**config.mk**
```make
export PLATFORM = sky130hd
export DESIGN_NAME = video_pattern_gen_flat
export DESIGN_NICKNAME = d
export VERILOG_FILES = /design/src/rtl/video_pattern_gen_if.sv /design/src/rtl/video_pattern_gen.sv /design/src/flat_wrapper.sv
export SDC_FILE = /design/constraint.sdc
export NUM_CORES = 1
export LEC_CHECK = 0
export BUFFER_PORTS_ARGS = -buffer_cell sky130_fd_sc_hd__buf_2
export CAP_MARGIN = 20
export CORE_MARGIN = 3
export CORE_UTILIZATION = 58
export CTS_CLUSTER_DIAMETER = 200
export CTS_CLUSTER_SIZE = 24
export DETAILED_ROUTE_END_ITERATION = 6
export GPL_TIMING_DRIVEN = 0
export PLACE_DENSITY = 0.92
export SYNTH_ARGS = -nofsm -noshare
export SYNTH_HDL_FRONTEND = slang
export SYNTH_SLANG_ARGS = --single-unit
```
**constraint.sdc**
```tcl
create_clock -name i_clk_pxl -period 3.5 [get_ports i_clk_pxl]
set_clock_uncertainty 0.2 [all_clocks]
set_input_delay 0.525 -clock i_clk_pxl [delete_from_list [all_inputs] [get_ports i_clk_pxl]]
set_output_delay 0.525 -clock i_clk_pxl [all_outputs]
set_load 0.02 [all_outputs]
```
**src/rtl/video_pattern_gen_if.sv**
```systemverilog
// Pixel stream between the timing generator and the pattern generator.
// There is no backpressure: i_de is the valid qualifier for each pixel and the consumer is always ready.
interface video_pattern_gen_if #(
  parameter int SX_W = 10,
  parameter int SY_W = 10
);
  logic [SX_W-1:0] i_sx;
  logic [SY_W-1:0] i_sy;
  logic            i_hsync;
  logic            i_vsync;
  logic            i_de;
  logic            i_nf;
  logic [1:0]      i_mode;
  logic [7:0]      o_r;
  logic [7:0]      o_g;
  logic [7:0]      o_b;
  logic            o_hsync;
  logic            o_vsync;
  logic            o_de;

  modport master (
    output i_sx, i_sy, i_hsync, i_vsync, i_de, i_nf, i_mode,
    input  o_r, o_g, o_b, o_hsync, o_vsync, o_de
  );

  modport slave (
    input  i_sx, i_sy, i_hsync, i_vsync, i_de, i_nf, i_mode,
    output o_r, o_g, o_b, o_hsync, o_vsync, o_de
  );
endinterface

```
**src/rtl/video_pattern_gen.sv**
```systemverilog
// Test-pattern generator: bars, checker, gradient, bouncing box; two-stage pipeline with aligned syncs.
// Optional 1-pixel white frame border when PATTERN_BORDER_EN is defined.
module video_pattern_gen #(
  parameter int ACTIVE_H_PIXELS = 640,
  parameter int ACTIVE_LINES    = 480,
  parameter int SX_W            = 10,
  parameter int SY_W            = 10,
  parameter int BOX_SIZE        = 32,
  parameter int BOX_SPEED       = 2,
  parameter int CHECK_SHIFT     = 5
) (
  input  logic                i_clk_pxl,
  input  logic                i_reset,
  video_pattern_gen_if.slave  vid
);
  localparam int BAR_W = ACTIVE_H_PIXELS / 8;

  localparam logic [SX_W:0] X_ACT = (SX_W+1)'(ACTIVE_H_PIXELS);
  localparam logic [SX_W:0] X_MAX = (SX_W+1)'(ACTIVE_H_PIXELS - BOX_SIZE);
  localparam logic [SX_W:0] X_BOX = (SX_W+1)'(BOX_SIZE);
  localparam logic [SX_W:0] X_SPD = (SX_W+1)'(BOX_SPEED);
  localparam logic [SY_W:0] Y_ACT = (SY_W+1)'(ACTIVE_LINES);
  localparam logic [SY_W:0] Y_MAX = (SY_W+1)'(ACTIVE_LINES - BOX_SIZE);
  localparam logic [SY_W:0] Y_BOX = (SY_W+1)'(BOX_SIZE);
  localparam logic [SY_W:0] Y_SPD = (SY_W+1)'(BOX_SPEED);

  // Frame-rate state
  logic [1:0]      r_mode_q;
  logic [SX_W-1:0] r_box_x;
  logic [SY_W-1:0] r_box_y;
  logic            r_x_dec;
  logic            r_y_dec;

  // Stage 1: pattern predicates
  logic            r_de1;
  logic            r_hs1;
  logic            r_vs1;
  logic [1:0]      r_mode1;
  logic [2:0]      r_bar1;
  logic            r_chk1;
  logic            r_inbox1;
  logic [7:0]      r_gx1;
  logic [7:0]      r_gy1;
`ifdef PATTERN_BORDER_EN
  logic            r_border1;
  logic            w_border;
`endif

  logic [SX_W:0]   w_sx_ext;
  logic [SX_W:0]   w_bx_ext;
  logic [SY_W:0]   w_sy_ext;
  logic [SY_W:0]   w_by_ext;
  logic            w_in_box;
  logic [SX_W-1:0] w_bar_q;
  logic [2:0]      w_bar;
  logic [SX_W-1:0] w_x_next;
  logic            w_x_dec_next;
  logic [SY_W-1:0] w_y_next;
  logic            w_y_dec_next;
  logic [23:0]     w_rgb;

  // One extra bit so box_pos+BOX_SIZE never wraps near the right/bottom edge.
  assign w_sx_ext = {1'b0, vid.i_sx};
  assign w_bx_ext = {1'b0, r_box_x};
  assign w_sy_ext = {1'b0, vid.i_sy};
  assign w_by_ext = {1'b0, r_box_y};
  assign w_in_box = (w_sx_ext >= w_bx_ext) && (w_sx_ext < w_bx_ext + X_BOX) &&
                    (w_sy_ext >= w_by_ext) && (w_sy_ext < w_by_ext + Y_BOX);

  assign w_bar_q = vid.i_sx / SX_W'(BAR_W);
  assign w_bar   = (w_bar_q > SX_W'(7)) ? 3'd7 : w_bar_q[2:0];

`ifdef PATTERN_BORDER_EN
  assign w_border = vid.i_de &&
                    ((vid.i_sx == SX_W'(0)) || (vid.i_sx == SX_W'(ACTIVE_H_PIXELS - 1)) ||
                     (vid.i_sy == SY_W'(0)) || (vid.i_sy == SY_W'(ACTIVE_LINES - 1)));
`endif

  always_comb begin
    w_x_next     = r_box_x;
    w_x_dec_next = r_x_dec;
    if (!r_x_dec) begin
      if (w_bx_ext + X_BOX + X_SPD > X_ACT) begin
        w_x_next     = X_MAX[SX_W-1:0];
        w_x_dec_next = 1'b1;
      end else begin
        w_x_next = r_box_x + SX_W'(BOX_SPEED);
      end
    end else if (w_bx_ext < X_SPD) begin
      w_x_next     = '0;
      w_x_dec_next = 1'b0;
    end else begin
      w_x_next = r_box_x - SX_W'(BOX_SPEED);
    end
  end

  always_comb begin
    w_y_next     = r_box_y;
    w_y_dec_next = r_y_dec;
    if (!r_y_dec) begin
      if (w_by_ext + Y_BOX + Y_SPD > Y_ACT) begin
        w_y_next     = Y_MAX[SY_W-1:0];
        w_y_dec_next = 1'b1;
      end else begin
        w_y_next = r_box_y + SY_W'(BOX_SPEED);
      end
    end else if (w_by_ext < Y_SPD) begin
      w_y_next     = '0;
      w_y_dec_next = 1'b0;
    end else begin
      w_y_next = r_box_y - SY_W'(BOX_SPEED);
    end
  end

  // Bar index bits map straight to channels: white,yellow,cyan,green,magenta,red,blue,black.
  always_comb begin
    w_rgb = '0;
    if (r_de1) begin
      case (r_mode1)
        2'd0:    w_rgb = {{8{~r_bar1[1]}}, {8{~r_bar1[2]}}, {8{~r_bar1[0]}}};
        2'd1:    w_rgb = r_chk1 ? 24'hFFFFFF : 24'h000000;
        2'd2:    w_rgb = {r_gx1, r_gy1, 8'h80};
        default: w_rgb = r_inbox1 ? 24'hFFFFFF : 24'h000040;
      endcase
`ifdef PATTERN_BORDER_EN
      if (r_border1) w_rgb = 24'hFFFFFF;
`endif
    end
  end

  // Mode/box update on the nf edge; stage 1 captures the old values, so pixel (0,0) uses the previous frame.
  always_ff @(posedge i_clk_pxl) begin
    if (i_reset) begin
      r_mode_q    <= '0;
      r_box_x     <= '0;
      r_box_y     <= '0;
      r_x_dec     <= 1'b0;
      r_y_dec     <= 1'b0;
      r_de1       <= 1'b0;
      r_hs1       <= 1'b0;
      r_vs1       <= 1'b0;
      r_mode1     <= '0;
      r_bar1      <= '0;
      r_chk1      <= 1'b0;
      r_inbox1    <= 1'b0;
      r_gx1       <= '0;
      r_gy1       <= '0;
`ifdef PATTERN_BORDER_EN
      r_border1   <= 1'b0;
`endif
      vid.o_r     <= '0;
      vid.o_g     <= '0;
      vid.o_b     <= '0;
      vid.o_hsync <= 1'b0;
      vid.o_vsync <= 1'b0;
      vid.o_de    <= 1'b0;
    end else begin
      if (vid.i_nf) begin
        r_mode_q <= vid.i_mode;
        r_box_x  <= w_x_next;
        r_x_dec  <= w_x_dec_next;
        r_box_y  <= w_y_next;
        r_y_dec  <= w_y_dec_next;
      end
      r_de1       <= vid.i_de;
      r_hs1       <= vid.i_hsync;
      r_vs1       <= vid.i_vsync;
      r_mode1     <= r_mode_q;
      r_bar1      <= w_bar;
      r_chk1      <= vid.i_sx[CHECK_SHIFT] ^ vid.i_sy[CHECK_SHIFT];
      r_inbox1    <= w_in_box;
      r_gx1       <= vid.i_sx[7:0];
      r_gy1       <= vid.i_sy[7:0];
`ifdef PATTERN_BORDER_EN
      r_border1   <= w_border;
`endif
      vid.o_r     <= w_rgb[23:16];
      vid.o_g     <= w_rgb[15:8];
      vid.o_b     <= w_rgb[7:0];
      vid.o_hsync <= r_hs1;
      vid.o_vsync <= r_vs1;
      vid.o_de    <= r_de1;
    end
  end
endmodule
```
**src/flat_wrapper.sv**
```systemverilog
// flat-port wrapper written by rule: the top's interface ports become plain ports
module video_pattern_gen_flat 
#(
  parameter int ACTIVE_H_PIXELS = 640,
  parameter int ACTIVE_LINES    = 480,
  parameter int SX_W            = 10,
  parameter int SY_W            = 10,
  parameter int BOX_SIZE        = 32,
  parameter int BOX_SPEED       = 2,
  parameter int CHECK_SHIFT     = 5
)
  (i_clk_pxl, i_reset, vid_i_sx, vid_i_sy, vid_i_hsync, vid_i_vsync, vid_i_de, vid_i_nf, vid_i_mode, vid_o_r, vid_o_g, vid_o_b, vid_o_hsync, vid_o_vsync, vid_o_de);
  video_pattern_gen_if #(.SX_W(SX_W), .SY_W(SY_W)) vid_i ();
  input  logic i_clk_pxl;
  input  logic i_reset;
  input wire logic [$bits(vid_i.i_sx)-1:0] vid_i_sx;
  input wire logic [$bits(vid_i.i_sy)-1:0] vid_i_sy;
  input wire logic [$bits(vid_i.i_hsync)-1:0] vid_i_hsync;
  input wire logic [$bits(vid_i.i_vsync)-1:0] vid_i_vsync;
  input wire logic [$bits(vid_i.i_de)-1:0] vid_i_de;
  input wire logic [$bits(vid_i.i_nf)-1:0] vid_i_nf;
  input wire logic [$bits(vid_i.i_mode)-1:0] vid_i_mode;
  output wire logic [$bits(vid_i.o_r)-1:0] vid_o_r;
  output wire logic [$bits(vid_i.o_g)-1:0] vid_o_g;
  output wire logic [$bits(vid_i.o_b)-1:0] vid_o_b;
  output wire logic [$bits(vid_i.o_hsync)-1:0] vid_o_hsync;
  output wire logic [$bits(vid_i.o_vsync)-1:0] vid_o_vsync;
  output wire logic [$bits(vid_i.o_de)-1:0] vid_o_de;
  assign vid_i.i_sx = vid_i_sx;
  assign vid_i.i_sy = vid_i_sy;
  assign vid_i.i_hsync = vid_i_hsync;
  assign vid_i.i_vsync = vid_i_vsync;
  assign vid_i.i_de = vid_i_de;
  assign vid_i.i_nf = vid_i_nf;
  assign vid_i.i_mode = vid_i_mode;
  assign vid_o_r = vid_i.o_r;
  assign vid_o_g = vid_i.o_g;
  assign vid_o_b = vid_i.o_b;
  assign vid_o_hsync = vid_i.o_hsync;
  assign vid_o_vsync = vid_i.o_vsync;
  assign vid_o_de = vid_i.o_de;
  video_pattern_gen #(.ACTIVE_H_PIXELS(ACTIVE_H_PIXELS), .ACTIVE_LINES(ACTIVE_LINES), .SX_W(SX_W), .SY_W(SY_W), .BOX_SIZE(BOX_SIZE), .BOX_SPEED(BOX_SPEED), .CHECK_SHIFT(CHECK_SHIFT)) u_core (.i_clk_pxl(i_clk_pxl), .i_reset(i_reset), .vid(vid_i));
endmodule
```
Yosys cells after proc, flatten, opt, wreduce, memory -nomap -nowiden. Index checks and enable logic that the tools add are counted.

Memory bits (writable): 0. Flip-flop bits (word level): 77. Memories: 0. Input bits: 28. Latch bits: 0. Memory bits (read-only): 0. Output and inout port bits: 27.

$mul: 0. Reduce and logical (&&, ||, !) cells: 5. Magnitude comparators: 9. Div/mod/pow operators: 1. Add/subtract/negate cells: 8. Shifts and indexed selects: 0. Eq/ne operators: 2. Muxes and demuxes: 16. Bitwise operators: 5.

Operator list (count): $pmux W24 S3 (1); $mux W10 (6); $mux W24 (2); $add A10 B6 Y11 const B (2); $add A11 B2 Y11 const B (2); $lt A10 B11 Y1 (2); $add A10 B2 Y10 const B (2); $ge A10 B10 Y1 (2); $lt A10 B2 Y1 const B (2); $sub A10 B2 Y10 const B (2); $gt A11 B10 Y1 const B (1); $gt A11 B9 Y1 const B (1); $div A10 B7 Y10 const B (1); $gt A10 B3 Y1 const B (1); $mux W1 (6); $not A1 Y1 (4); $logic_and A1 B1 Y1 (3); $mux W3 (1); $eq A2 B1 Y1 const B (1); $eq A2 B2 Y1 const B (1); $logic_not A2 Y1 (1); $reduce_or A2 Y1 (1); $xor A1 B1 Y1 (1).

Logic depth before layout (Yosys ltp). Gate-level depths: netlist of run 1.

Depth after elaboration: 5. Depth in mapped cells: 10.

Least setup slack after synthesis of run 1. No wires, ideal clock.

Path type: register -> register. Start point: register u_core.r_box_x[5]. End point: register u_core.r_box_x[5]. Stages on the path, launching flop included: 11. Setup time: 0.119 ns. Setup slack: 0.902 ns. Arrival time: 2.279 ns. Buffers on the path: 2. Cells stage by stage: dfxtp_1 > buf_2 > inv_1 > ha_1 > a21boi_0 > nor4b_1 > o221ai_1 > a21oi_1 > clkbuf_1 > a21oi_1 > o221a_2.

Cells in the longest elaborated chain, start to end: 5. Elaborated cells between the ends (all ways): 9.

Ends and longest elaborated chain: start, declared (line video_pattern_gen.sv:29) `logic [SX_W-1:0] r_box_x;`; start signal, assigned (line video_pattern_gen.sv:160) `r_box_x <= w_x_next;`; $add A10 B6 Y11 (line video_pattern_gen.sv:83) `if (w_bx_ext + X_BOX + X_SPD > X_ACT) begin`; $add A11 B2 Y11 (line video_pattern_gen.sv:83); $gt A11 B10 Y1 (line video_pattern_gen.sv:83); $mux W10 (line video_pattern_gen.sv:83); $mux W10 (*) (line video_pattern_gen.sv:82) `if (!r_x_dec) begin`.

Mark *: on every way between the ends. The rest lies on a longest branch, timed or not. A chain may end at the register's enable or synchronous reset.

Worst setup path in the final report of run 1.
Start point: register u_core.r_box_x[5]. End point: register u_core.r_box_x[8].

Same word-level chain as after synthesis.

==> metrics.cfg, run 1 <==
[worst_setup_path]
worstReg2RegStart=u_core.r_box_x[5]$_SDFFE_PP0P_
critPathCaptureType=register
crit_slowest_cell=ha_1
r2r-end=u_core.r_box_x[8]$_SDFFE_PP0P_
crit_type=register to register
worst-path-buf-inv=3
cpPeakStageDelay_ns=0.40
r2r_slack_ns=0.30
required_ns=3.56
crit_arrival_ns=3.26
crit_family=compound AO/OA/AOI/OAI gates
cp-start-kind=register
ff2ff_path_depth=10
cp_max_fo=10
worstPathCellList=buf_2 -> inv_1 -> ha_1 -> a21boi_0 -> nor4b_1 -> o221ai_1 -> a21oi_1 -> clkbuf_1 -> a31oi_1 -> o32ai_1

[flow_run]
maxCapViolCount=0

[clock_network]
path_clk_slew_ns=0.08
numCtsBuffers=9
cts_buffer_depth=2
clock_latency_ns=0.36
cts_tree=yes
cts.sinks=70
postCtsResizedCells=0
root_buffer=clkbuf_8
cts-htree-levels=3
post_cts_buffers=0
cts_hold_buffers=0

[finish]
diodes=0
area_growth_pct=13.6
final_util_pct=69.2
drive_gt1_share_pct=17.0
multiInputGateArea_um2=2580
finish.instance_area_um2=4810
register_area_um2=1400
nFillCells=499
finalNetCount=620

[power_and_ir_drop]
pwr-share-seq_pct=47.1
ir_drop_v=0.000183
p_int_uw=1290
netSwitchingFraction_pct=29.3
combPwrFrac_pct=17.2
p_clk_share_pct=35.7
cellPowerDensity_nw_per_um2=378
power_leakage_uw=0.00195
p_sw_uw=532

[yosys]
synth-xor-area-share_pct=4.73
synthTopCellsByCount=70 x dfxtp_1, 38 x ha_1, 34 x nor2_1
syn_area_um2=4230
synthMuxAreaShare_pct=0.710
async_flop_share_pct=0
synthAdderAreaFrac_pct=11.5
synth_area_leaders=dfxtp_1 33%, ha_1 11%, o21a_1 4.6%
ys.flop_type=dfxtp_1
synth_top_cell_area_share_pct=33.1
syn_nets=556
synth-simple-area-share_pct=19.6
syn_area_per_cell_um2=8.64
synth_edf_count=0
yosysSeqAreaShare_pct=33.1
ys_ff_latch=70
synth-compound-area-share_pct=24.4
yosys_warnings=0
ys_types=67
synth_top_family_by_area=compound AO/OA/AOI/OAI gates
yosys.cell_count.top_type=dfxtp_1
post-synth-top-area-cell=dfxtp_1
syn_inst=490

[sta]
fin_crit_sh_pct=91.4
timing_hold_violations_final=0
tns_ns=0
setup_slack_ns=0.301
rsz0062_at_grt=no
holdWs_ns=0.188
setup_violations=0
min_period_ns=3.20
worst_pin_slew_ns=0.717
clock.fmax_ghz=0.313
drv_slew=0
timing.max_slew.rel_slack_pct=52.0

[detailed_routing]
drt_iter0_markers=492
wirelength_um=11400
antenna_left=0
vias=4206
wl_per_cell_um=17.3
vias_per_cell=6.42
drc=0
firstDrtPassIters=6

[die]
start_util_pct=60.9
die_h_um=91.4
design.die.area_um2=8360
io_pins=55
fp-row-count=30
design.core.area_um2=6940
die_w_um=91.4

[worst_hold_path]
min_path_cells=2
hold_class=primary input to register
hold_path_end=u_core.r_hs1$_SDFF_PP0_
min-delay-start=vid_i_hsync

[global_routing]
grt_overflow_total=0
grt_first_pass_wirelength_um=18400
grt_pass1_vias=3894
grt_util_all_layers_pct=27.3
grt_antenna_before_repair=0
grt_max_degree=13

[placement]
post_dp_cell_area_um2=4620
dp_hpwl_um=8040
gp_congestion=1.00
portBuffers=53
preCtsSetupSlack_ns=0.459

[outcome]
status=complete, no violations

-- metrics by stage --
stage                     power (µW)  std cells
final                           1820        655
after global routing            1890        655
after CTS                       1810        655
after detailed placement        1170        639
after global placement          1160        639
after floorplan                 1080        490
-- state kept, by name, summed over array words and instances (netlist names), 2 cells and up --
register	flops
u_core.r_box_y	9
u_core.vid.o_r	8
u_core.vid.o_b	3
u_core.r_mode1	2
u_core.vid.o_g	8
u_core.r_box_x	9
u_core.r_gy1	8
u_core.r_gx1	8
u_core.r_mode_q	2
u_core.r_bar1	3
-- layout make-up --
type                       instances  area share, %
clock inverter                     6           1.30
inverter                          28           2.19
tap                               96           2.50
sequential                        70           29.2
multi-input combinational        360           53.6
clock buffer                      10           2.65
timing repair buffer              53           5.52
buffer                            32           3.10
-- power groups by stage --
stage	registers [µW]	logic, µW	clock network, µW
finish	856	312	650
global route	860	338	689
CTS	855	305	646
detailed placement	874	300	0
global placement	871	285	0
floorplan	880	198	0
-- cell families (layout without fill, tap and decap cells) --
family                   count (synthesis)  after routing
AO/OA/AOI/OAI                          143            143
XOR/XNOR                                22             22
adder cells (fa/ha/maj)                 39             39
buffers and inverters                   60            129
flip-flops                              70             70
multiplexers                             3              3
AND/OR/NAND/NOR                        153            153
-- routing by layer --
layer  vias up  wire (µm)  global-route usage [%]
met4         0        495                    13.3
met5         -          0                       0
li1       1911          -                       -
met1      1899       4130                    31.2
met2       320       5490                    47.8
met3        76       1240                    5.80
-- layout by cell type, fill, tap and decap left out, types with 9 or more instances in the layout --
cell type,instances
nor2_1,34
a21oi_1,26
inv_1,26
clkbuf_1,18
a31oi_1,13
nand4_1,9
xnor2_1,19
ha_1,38
nor2b_1,26
clkbuf_8,9
nand3_1,15
buf_2,61
o21ai_0,22
o21a_1,26
dfxtp_1,70
nand2_1,22
nor3_1,11
-- worst max path at each step --
stage | from | end | slack (ns) | cells past startpoint
2_1_floorplan | u_core.r_box_x[5]$_SDFFE_PP0P_ | u_core.r_box_x[5]$_SDFFE_PP0P_ | 0.90 | 10
6_report | u_core.r_box_x[5]$_SDFFE_PP0P_ | u_core.r_box_x[8]$_SDFFE_PP0P_ | 0.30 | 10
5_1_grt | u_core.r_box_x[5]$_SDFFE_PP0P_ | u_core.r_box_x[8]$_SDFFE_PP0P_ | 0.15 | 10
3_3_place_gp | u_core.r_box_x[5]$_SDFFE_PP0P_ | u_core.r_box_x[5]$_SDFFE_PP0P_ | 0.51 | 10
4_1_cts | u_core.r_box_x[6]$_SDFFE_PP0P_ | u_core.r_inbox1$_SDFF_PP0_ | 0.41 | 10
3_5_place_dp | u_core.r_box_x[5]$_SDFFE_PP0P_ | u_core.r_box_x[5]$_SDFFE_PP0P_ | 0.46 | 10
Note: power is estimated with default switching activity, not from simulation.
==> run 2, diff against run 1 <==
- BUFFER_PORTS_ARGS: -buffer_cell sky130_fd_sc_hd__buf_2 -> -buffer_cell sky130_fd_sc_hd__clkbuf_2
- CAP_MARGIN: 20 -> unset
==> run 2 against run 1 <==
  * The flow now finishes with violations (DRC)
  * Non-clock buffer count did not move
  * Combinational power barely moved
  * Power rose by 5.2%
  * Flip-flop and latch count did not move
  * Global-route usage fell by 0.40 points
  * Cell count did not move
  * Wire length rose by 0.11%
  * Die area did not move
==> metrics.cfg, run 2 (synthesis gave the netlist of run 1 again) <==
[outcome]
status=complete, but fails checks
violations=DRC

[flow_run]
maxCapViolCount=0  ; unchanged

[finish]
register_area_um2=1400  ; unchanged
reg_top3=u_core.r_box_x x9, u_core.r_box_y x9
nFillCells=491  ; -1.6%
finalNonFillerCells=655  ; unchanged
layout_common_cells=70 x dfxtp_1, 53 x clkbuf_2, 38 x ha_1
diodes=0  ; unchanged
multiInputGateArea_um2=2580  ; unchanged
area_growth_pct=14.4
finalNetCount=620  ; unchanged
drive_gt1_share_pct=17.0  ; unchanged
final_common_cell=dfxtp_1

[sta]
min_period_ns=3.17  ; -0.0272 ns
worst_pin_slew_ns=0.766  ; +0.0489 ns
setup_violations=0  ; unchanged
timing.max_slew.rel_slack_pct=48.5  ; -3.4 points
drv_slew=0  ; unchanged
tns_ns=0  ; unchanged
clock.fmax_ghz=0.315  ; +0.86%
rsz0062_at_grt=no
fin_crit_sh_pct=90.6  ; -0.78 points
timing_hold_violations_final=0  ; unchanged
holdWs_ns=0.192  ; +0.00420 ns

[power_and_ir_drop]
cellPowerDensity_nw_per_um2=395  ; +4.4%
p_clk_share_pct=39.0  ; +3.3 points
power_leakage_uw=0.00196  ; +0.54%
p_int_uw=1380  ; +7.4%
combPwrFrac_pct=16.2  ; -1.0 points
finalPower_uw=1910  ; +5.2%
p_sw_uw=531  ; -0.33%
pwr-share-seq_pct=44.8  ; -2.3 points
ir_drop_v=0.000179  ; -2.1%
netSwitchingFraction_pct=27.7  ; -1.5 points

[detailed_routing]
antenna_left=0  ; unchanged
firstDrtPassIters=7  ; +1
vias=4128  ; -1.9%
wl_per_cell_um=17.3  ; +0.11%
vias_per_cell=6.30  ; -1.9%
wirelength_um=11400  ; +0.11%
drc=3  ; +3
drt_iter0_markers=329  ; -33%

[die]
design.core.area_um2=6940  ; unchanged
start_util_pct=60.9  ; unchanged
die_w_um=91.4  ; unchanged
design.die.area_um2=8360  ; unchanged
die_h_um=91.4  ; unchanged
fp-row-count=30  ; unchanged
io_pins=55  ; unchanged

[clock_network]
cts_tree=yes
cts_buffer_depth=2  ; unchanged
post_cts_buffers=0  ; unchanged
cts_hold_buffers=0  ; unchanged
cts-htree-levels=3  ; unchanged
postCtsResizedCells=0  ; unchanged
root_buffer=clkbuf_8
cts.sinks=70  ; unchanged
numCtsBuffers=9  ; unchanged
clock_latency_ns=0.36  ; about the same
path_clk_slew_ns=0.08  ; about the same

[worst_hold_path]
min-delay-start=vid_i_hsync
hold_path_end=u_core.r_hs1$_SDFF_PP0_
min_path_cells=2  ; unchanged
hold_class=primary input to register

[worst_setup_path]
r2r-end=u_core.r_box_y[7]$_SDFFE_PP0P_
ff2ff_path_depth=8  ; -2
cp-start-kind=register
r2r_slack_ns=0.33  ; +0.03 ns
crit_slowest_cell=dfxtp_1
crit_arrival_ns=3.18  ; -0.08 ns
cp_max_fo=10  ; unchanged
cpPeakStageDelay_ns=0.56  ; +0.16 ns
worstReg2RegStart=u_core.r_box_y[6]$_SDFFE_PP0P_
required_ns=3.50  ; -0.06 ns
worst-path-buf-inv=1  ; -2
critPathCaptureType=register
crit_family=compound AO/OA/AOI/OAI gates
worstPathCellList=ha_1 -> clkbuf_1 -> nand3_1 -> a211oi_1 -> o22ai_1 -> a31oi_1 -> o31a_1 -> a221oi_1
crit_type=register to register

[global_routing]
grt_util_all_layers_pct=26.9  ; -0.40 points
grt_antenna_before_repair=0  ; unchanged
grt_pass1_vias=3891  ; -0.077%
grt_overflow_total=0  ; unchanged
grt_first_pass_wirelength_um=18300  ; -0.79%
grt_util_met2_pct=46.0  ; -1.9 points
top_usage_layer=met2
use_met1_pct=32.0  ; +0.78 points
grt_max_degree=13  ; unchanged
grtUsageMet3_pct=5.80  ; unchanged

[placement]
dp_cells=639  ; unchanged
gp_congestion=0.941  ; -6.3%
portBuffers=53  ; unchanged
dp_hpwl_um=8190  ; +1.8%

==> run 2: cell types whose count changed in the layout (fill, tap and decap cells not counted), sizes merged <==
cell	change
clkinvlp	-3
bufinv	+1
clkinv	+1
buf	-53
clkbuf	+54
==> run 2: layer usage <==
layer | routed length, µm | share of wire (%)
met1 | 4550 | 40
met2 | 5480 | 48
met3 | 920 | 8.1
met4 | 416 | 3.7
met5 | 0 | 0
==> run 2: how the worst max path moves through the flow <==
| stage | start | endpoint | slack, ns | cells after the start |
|---|---|---|---|---|
| after CTS | u_core.r_box_x[5]$_SDFFE_PP0P_ | u_core.r_box_x[5]$_SDFFE_PP0P_ | 0.46 | 10 |
| after floorplan | u_core.r_box_x[5]$_SDFFE_PP0P_ | u_core.r_box_x[5]$_SDFFE_PP0P_ | 0.90 | 10 |
| after global routing | u_core.r_box_y[6]$_SDFFE_PP0P_ | u_core.r_box_y[5]$_SDFFE_PP0P_ | 0.22 | 8 |
| final | u_core.r_box_y[6]$_SDFFE_PP0P_ | u_core.r_box_y[7]$_SDFFE_PP0P_ | 0.33 | 8 |
| after detailed placement | u_core.r_box_x[5]$_SDFFE_PP0P_ | u_core.r_box_x[5]$_SDFFE_PP0P_ | 0.46 | 10 |
| after global placement | u_core.r_box_x[5]$_SDFFE_PP0P_ | u_core.r_box_x[5]$_SDFFE_PP0P_ | 0.49 | 10 |
==> run 2: power groups by stage <==
stage          Clock, µW  Sequential, µW  Combinational (µW)
3_5_place_dp           0             874                 299
3_3_place_gp           0             871                 285
4_1_cts              740             856                 305
5_1_grt              782             860                 337
6_report             746             856                 310
2_1_floorplan          0             880                 198
==> run 2: worst reg2reg max path, cell delays in order (launching register included) <==
cell and delay, ns:
dfxtp_1 0.56, ha_1 0.23, clkbuf_1 0.31, nand3_1 0.25
a211oi_1 0.31, o22ai_1 0.13, a31oi_1 0.56, o31a_1 0.34
a221oi_1 0.13
==> run 2: final cells by class <==
class,instances,share of cell area (%)
Buffer,32,3.08
Clock buffer,11,2.92
Clock inverter,5,1.71
Inverter,28,2.17
Multi-Input combinational cell,360,53.2
Sequential cell,70,28.9
Tap cell,96,2.48
Timing Repair Buffer,53,5.48
==> run 2: stage by stage <==
stage / setup WS, ns / utilization (%) / area [µm²]
floorplan: 0.902 / - / 4230
global placement: 0.489 / 66.5 / 4620
detailed placement: 0.464 / 66.5 / 4620
CTS: 0.457 / 69.7 / 4840
global route: 0.224 / 69.7 / 4840
finish: 0.329 / 69.7 / 4840
